`src/rtl/hi_lo_pkg.sv`:
```
// Shared definitions for the HI/LO register unit: micro-op encodings
// presented by execute and the multiply-handshake FSM states.
package hi_lo_pkg;

  localparam logic [2:0] OPC_NOP   = 3'd0;
  localparam logic [2:0] OPC_MULT  = 3'd1;
  localparam logic [2:0] OPC_MULTU = 3'd2;
  localparam logic [2:0] OPC_MTHI  = 3'd3;
  localparam logic [2:0] OPC_MTLO  = 3'd4;
  localparam logic [2:0] OPC_MFHI  = 3'd5;
  localparam logic [2:0] OPC_MFLO  = 3'd6;

  typedef enum logic [1:0] {
    ST_IDLE  = 2'd0,
    ST_ISSUE = 2'd1,
    ST_WAIT  = 2'd2
  } state_t;

endpackage

```
`src/rtl/hi_lo_ctrl.sv`:
```
// HI/LO register unit between execute and the MULT block.
// Accepts MULT/MULTU/MTHI/MTLO/MFHI/MFLO, issues a one-cycle request to
// MULT, captures the product on MULT's acknowledge and stalls execute for
// any HI/LO access while a multiply is outstanding.
// Optional build macro HI_LO_BYPASS_EN: an MFHI/MFLO arriving in the ACK
// cycle is accepted and served straight from MULT_RESULT_IN.
module hi_lo_ctrl
  import hi_lo_pkg::*;
#(
  parameter int OPC_W  = 3,
  parameter int DATA_W = 32
) (
  input  logic                  CLK,
  input  logic                  RST_ASYNC_N,
  input  logic                  OP_VALID_IN,
  input  logic [OPC_W-1:0]      OP_CODE_IN,
  input  logic [DATA_W-1:0]     OP_RS_IN,
  input  logic [DATA_W-1:0]     OP_RT_IN,
  output logic                  STALL_OUT,
  output logic                  MF_VALID_OUT,
  output logic [DATA_W-1:0]     MF_DATA_OUT,
  output logic                  MULT_REQ_OUT,
  output logic                  MULT_SIGNED_OUT,
  output logic [DATA_W-1:0]     MULT_A_OUT,
  output logic [DATA_W-1:0]     MULT_B_OUT,
  input  logic                  MULT_ACK_IN,
  input  logic [2*DATA_W-1:0]   MULT_RESULT_IN,
  output logic [DATA_W-1:0]     HI_OUT,
  output logic [DATA_W-1:0]     LO_OUT
);

  state_t              r_state;
  state_t              w_next_state;
  logic [DATA_W-1:0]   r_hi;
  logic [DATA_W-1:0]   r_lo;
  logic [DATA_W-1:0]   r_mf_data;
  logic [DATA_W-1:0]   r_a;
  logic [DATA_W-1:0]   r_b;
  logic                r_mf_valid;
  logic                r_signed;
  logic                w_mult_req;

  logic                w_is_mult;
  logic                w_is_multu;
  logic                w_is_mthi;
  logic                w_is_mtlo;
  logic                w_is_mfhi;
  logic                w_is_mflo;
  logic                w_is_hilo;
  logic                w_ack_take;
  logic                w_bypass;
  logic                w_stall;
  logic                w_accept;
  logic [DATA_W-1:0]   w_res_hi;
  logic [DATA_W-1:0]   w_res_lo;

  assign w_is_mult  = (OP_CODE_IN == OPC_W'(OPC_MULT));
  assign w_is_multu = (OP_CODE_IN == OPC_W'(OPC_MULTU));
  assign w_is_mthi  = (OP_CODE_IN == OPC_W'(OPC_MTHI));
  assign w_is_mtlo  = (OP_CODE_IN == OPC_W'(OPC_MTLO));
  assign w_is_mfhi  = (OP_CODE_IN == OPC_W'(OPC_MFHI));
  assign w_is_mflo  = (OP_CODE_IN == OPC_W'(OPC_MFLO));
  // NOP and the reserved opcode touch nothing, so they never stall.
  assign w_is_hilo  = w_is_mult | w_is_multu | w_is_mthi | w_is_mtlo |
                      w_is_mfhi | w_is_mflo;

  assign w_res_hi   = MULT_RESULT_IN[2*DATA_W-1:DATA_W];
  assign w_res_lo   = MULT_RESULT_IN[DATA_W-1:0];

  // ACKs outside WAIT (spurious, or arriving after a reset abort) are dropped.
  assign w_ack_take = (r_state == ST_WAIT) && MULT_ACK_IN;

`ifdef HI_LO_BYPASS_EN
  assign w_bypass   = w_ack_take && (w_is_mfhi | w_is_mflo);
`else
  assign w_bypass   = 1'b0;
`endif

  assign w_stall    = OP_VALID_IN && (r_state != ST_IDLE) && w_is_hilo && !w_bypass;
  assign w_accept   = OP_VALID_IN && !w_stall;

  // FSM state register.
  always_ff @(posedge CLK or negedge RST_ASYNC_N) begin
    if (!RST_ASYNC_N) r_state <= ST_IDLE;
    else              r_state <= w_next_state;
  end

  // FSM next-state: IDLE -> ISSUE on an accepted multiply, ISSUE -> WAIT, WAIT -> IDLE on ACK.
  always_comb begin
    w_next_state = r_state;
    case (r_state)
      ST_IDLE:  if (w_accept && (w_is_mult | w_is_multu)) w_next_state = ST_ISSUE;
      ST_ISSUE: w_next_state = ST_WAIT;
      ST_WAIT:  if (MULT_ACK_IN) w_next_state = ST_IDLE;
      default:  w_next_state = ST_IDLE;
    endcase
  end

  // FSM outputs: the request is asserted for the single ISSUE cycle.
  always_comb begin
    w_mult_req = 1'b0;
    if (r_state == ST_ISSUE) w_mult_req = 1'b1;
  end

  // Operand latch: rs/rt and signedness are held for the whole transaction.
  always_ff @(posedge CLK or negedge RST_ASYNC_N) begin
    if (!RST_ASYNC_N) begin
      r_a      <= '0;
      r_b      <= '0;
      r_signed <= 1'b0;
    end else if (w_accept && (w_is_mult | w_is_multu)) begin
      r_a      <= OP_RS_IN;
      r_b      <= OP_RT_IN;
      r_signed <= w_is_mult;
    end
  end

  // HI/LO: product capture on ACK; MTHI/MTLO only land when no multiply is in flight.
  always_ff @(posedge CLK or negedge RST_ASYNC_N) begin
    if (!RST_ASYNC_N) begin
      r_hi <= '0;
      r_lo <= '0;
    end else if (w_ack_take) begin
      r_hi <= w_res_hi;
      r_lo <= w_res_lo;
    end else if (w_accept) begin
      if (w_is_mthi) r_hi <= OP_RS_IN;
      if (w_is_mtlo) r_lo <= OP_RS_IN;
    end
  end

  // MFHI/MFLO read port: one-cycle valid pulse; in the ACK cycle the data comes from the product.
  always_ff @(posedge CLK or negedge RST_ASYNC_N) begin
    if (!RST_ASYNC_N) begin
      r_mf_valid <= 1'b0;
      r_mf_data  <= '0;
    end else begin
      r_mf_valid <= w_accept && (w_is_mfhi | w_is_mflo);
      if (w_accept && w_is_mfhi)
        r_mf_data <= w_ack_take ? w_res_hi : r_hi;
      else if (w_accept && w_is_mflo)
        r_mf_data <= w_ack_take ? w_res_lo : r_lo;
    end
  end

  assign STALL_OUT       = w_stall;
  assign MF_VALID_OUT    = r_mf_valid;
  assign MF_DATA_OUT     = r_mf_data;
  assign MULT_REQ_OUT    = w_mult_req;
  assign MULT_SIGNED_OUT = r_signed;
  assign MULT_A_OUT      = r_a;
  assign MULT_B_OUT      = r_b;
  assign HI_OUT          = r_hi;
  assign LO_OUT          = r_lo;

endmodule
```
`config.mk`:
```
export PLATFORM = sky130hd
export DESIGN_NAME = hi_lo_ctrl
export DESIGN_NICKNAME = d
export VERILOG_FILES = /design/src/rtl/hi_lo_pkg.sv /design/src/rtl/hi_lo_ctrl.sv
export SDC_FILE = /design/constraint.sdc
export NUM_CORES = 1
export LEC_CHECK = 0
export BUFFER_PORTS_ARGS = -buffer_cell sky130_fd_sc_hd__buf_4
export CAP_MARGIN = 20
export CORE_MARGIN = 10
export CORE_UTILIZATION = 51
export CTS_BUF_LIST = sky130_fd_sc_hd__clkbuf_8
export CTS_CLUSTER_DIAMETER = 40
export DETAILED_ROUTE_END_ITERATION = 8
export PLACE_DENSITY = 0.83
export SLEW_MARGIN = 20
export SYNTH_ARGS = -nofsm -noshare
export SYNTH_HDL_FRONTEND = slang
export SYNTH_SLANG_ARGS = --single-unit
```
`constraint.sdc`:
```
create_clock -name CLK -period 2.19 [get_ports CLK]
set_input_delay 0.3285 -clock CLK [delete_from_list [all_inputs] [get_ports CLK]]
set_output_delay 0.3285 -clock CLK [all_outputs]
set_load 0.01 [all_outputs]
```
==> qor.log <==
qor: sta.finalHoldViolations 0
qor: sta.finalSetupViolCount 0
qor: power_and_ir_drop.power.static_leakage 5.18 nW
qor: worst_setup_path.worstReg2RegEnd LO_OUT[26]
qor: clocking.root_buffer sky130_fd_sc_hd__clkbuf_8
qor: cells_and_area.area.growth.synth_to_final 37.1%
qor: synthesis.postSynthCellCount 709
qor: route.detail-route-antenna-nets 0
qor: floorplan.die_h 144 µm
qor: worst_setup_path.startpoint_kind_of_the_worst_setup_timing_path flop
qor: clocking.cts_max_level 4
qor: synthesis.yosysSeqAreaShare 52.6%
qor: cells_and_area.fin_nets 1119
qor: power_and_ir_drop.switchingPower 0.00432 W
qor: worst_setup_path.timing.critical_path.depth 4
qor: route.dr_total_vias 7131
qor: power_and_ir_drop.pwr-share-seq 41.5%
qor: place.dpl.hpwl 19500 µm
qor: outcome.run_status finished, final reports clean
qor: floorplan.floorplan.initialDensity 51.7%
qor: worst_setup_path.worst_ep_arrival_time 2.26 ns
qor: worst_setup_path.reg2reg_depth 4
qor: cells_and_area.diodes 0
qor: worst_setup_path.cp_cell_sequence nor4bb_4, buf_4, nand3_1, a31oi_1
qor: route.viasPerCell 6.02
qor: synthesis.ys.flop_type sky130_fd_sc_hd__dfrtp_1
qor: sta.worstMarginPinSlew 0.684 ns
qor: synthesis.number_of_enable_flip_flop_cells_after_synthesis 0
qor: worst_setup_path.crit_start r_state[0]
qor: floorplan.ioPinCount 299
qor: synthesis.postSynthAreaPerCell 11.0 µm²
qor: worst_setup_path.crit_family simple AND/OR/NAND/NOR gates
qor: floorplan.fp.coreArea 15100 µm²
qor: sta.finalClockSkew 0.0114 ns
qor: sta.clock.fmax 0.527 GHz
qor: worst_setup_path.launching_point_of_the_worst_reg2reg_path r_state[0]
qor: floorplan.fp.dieW 144 µm
qor: route.first_pass_iters 6
qor: power_and_ir_drop.p_comb_share 40.7%
qor: synthesis.syn-cell-area 7790 µm²
qor: clocking.tritoncts yes
qor: sta.final_max_slew_viol_count 0
qor: place.routabilityCongestion 0.845
qor: route.detailedRoute.firstIterationViolations 625
qor: cells_and_area.layout.cell_area.non_filler 10700 µm²
qor: clocking.cts_hold_repair.buffers 1
qor: floorplan.core.rowCount 45
qor: synthesis.synth.ff_latch_count 164
qor: power_and_ir_drop.clock_power_share 17.8%
qor: worst_setup_path.critical_path.max_fanout 32
qor: grt.grt_overflow_total 0
qor: cells_and_area.post_route_cells_drive_above_1_share 38.7%
qor: worst_setup_path.kind_of_capture_point_of_the_worst_setup_path flop
qor: grt.antenna_found_initial 0
qor: grt.vias_in_the_first_global_route 7224
qor: clocking.clk_pin_slew 0.09 ns
qor: synthesis.ys_types 33
qor: worst_setup_path.worst-setup-path-type reg -> reg
qor: route.routed_wire_length_per_instance 22.5 µm
qor: grt.grt_start_max_net_pins 73
qor: min_path.worstHoldPathType in -> reg
qor: place.dp_cells 1152
qor: clocking.post_cts_resized 0
qor: synthesis.async_flop_share 100%
qor: cells_and_area.mostFrequentLayoutCells 315 x sky130_fd_sc_hd__buf_4, 164 x sky130_fd_sc_hd__dfrtp_1, 97 x sky130_fd_sc_hd__o21ai_0
qor: power_and_ir_drop.power_per_cell_area 1120 nW/µm²
qor: clocking.cts_buffer_depth 2
qor: worst_setup_path.critical_path.max_stage_delay 0.49 ns
qor: synthesis.syn_nets 844
qor: clocking.postCtsSetupBuffers 0
qor: power_and_ir_drop.internal_power 0.00763 W
qor: cells_and_area.final-instance-count-excl-fill 1185
qor: sta.post-route-min-period 1.90 ns
qor: route.post-route-drc-count 0
qor: cells_and_area.fin_util 70.8%
qor: sta.tns 0 ns
qor: grt.grt_pass1_wl 40700 µm
qor: worst_setup_path.crit_slowest_cell sky130_fd_sc_hd__dfrtp_1
qor: synthesis.synth.yosys.warnings 0
qor: worst_setup_path.ff2ff_setup_slack 0.29 ns
qor: power_and_ir_drop.power.ir.vdd_worst 0.632 mV
qor: place.number_of_port_buffers 298
qor: power_and_ir_drop.switching_part_of_the_total 36.2%
qor: clocking.source_to_sink_clock_delay_at_the_later_pin_of_the_worst_skew_pair 0.46 ns
qor: floorplan.fp.dieArea 20600 µm²
qor: sta.grt_setup_unrepaired no
qor: sta.relSlewSlack 54.4%
qor: worst_setup_path.setup.worst_path.end LO_OUT[26]
qor: cells_and_area.layout_commonest_cell sky130_fd_sc_hd__buf_4
qor: clocking.cts_made_buffers 17
qor: sta.hold_slack 0.0805 ns
qor: grt.grtUsageTotal 25.2%
qor: place.dpl-instance-area 10300 µm²
qor: clocking.tritoncts_num_sinks 164
qor: worst_setup_path.critical_path_required 2.55 ns
qor: worst_setup_path.worstPathBufferInverterCount 1
qor: route.wl 26600 µm
qor: flow_run.timing.max_cap.violations 0
qor: sta.final.period_utilization 86.6%
registers in the layout, indices dropped and copies added (netlist names):
name,count
HI_OUT,32
LO_OUT,32
MF_DATA_OUT,32
MF_VALID_OUT,1
MULT_A_OUT,32
MULT_B_OUT,32
MULT_SIGNED_OUT,1
r_state,2
how the worst min path moves through the flow:
stage | start | endpoint | slack [ns] | cells after the start
floorplan | RST_ASYNC_N | HI_OUT[0] | 0.03 | 0
global placement | RST_ASYNC_N | LO_OUT[19] | 0.29 | 1
detailed placement | RST_ASYNC_N | MULT_A_OUT[18] | 0.29 | 1
CTS | OP_RT_IN[4] | MULT_B_OUT[4] | 0.06 | 2
global route | OP_RT_IN[3] | MULT_B_OUT[3] | 0.05 | 2
finish | OP_RT_IN[4] | MULT_B_OUT[4] | 0.08 | 2
cells by family after synthesis:
kind of cell / share of synthesized area [%]
DFF: 52.6
and+or+nand+nor: 9.26
buffers and inverters: 4.54
AOI/OAI and AO/OA: 15.9
xor gates and xnor gates: 0.209
muxes: 17.5
final cells by class:
cell class,count,area [µm²]
flip-flops and latches,164,4100
inverters,1,3.75
well taps,188,235
repair buffers,327,2590
clock buffers,18,248
multi-input cells,473,3380
fillers,1147,4400
clock inverters,14,131
per-layer routing:
metal	vias up	track usage [%]	part of all wire, %
met2	411	41.3	49
met5	-	0	0
li1	3192	-	-
met1	3457	30.1	37
met4	0	10.4	3.4
met3	71	7.92	11
synth_stat cells, drive strengths merged, types with 2 or more instances:
| master | count | area, µm² |
|---|---|---|
| mux2i | 64 | 641 |
| clkbuf | 37 | 139 |
| o221ai | 32 | 337 |
| mux2 | 64 | 721 |
| nor2b | 2 | 12.5 |
| nor2 | 66 | 248 |
| nor3 | 2 | 10.0 |
| buf | 34 | 211 |
| dfrtp | 164 | 4100 |
| nand2 | 2 | 7.51 |
| a31oi | 64 | 400 |
| o21ai | 99 | 495 |
| nand3 | 64 | 320 |
| or2 | 2 | 12.5 |
power by group through the flow:
stage	logic, W	registers (W)	clock network [W]
floorplan	0.00161	0.00538	0
global placement	0.00478	0.00495	0
detailed placement	0.00491	0.00500	0
CTS	0.00493	0.00495	0.00216
global route	0.00525	0.00510	0.00230
finish	0.00486	0.00496	0.00213
metrics by stage:
stage,total power (W),setup slack [ns]
final,0.0120,0.294
after detailed placement,0.00991,0.371
after global routing,0.0127,0.205
after global placement,0.00973,0.396
after floorplan,0.00699,0.412
after CTS,0.0120,0.346
No activity file was read; power rests on OpenSTA's default activity.
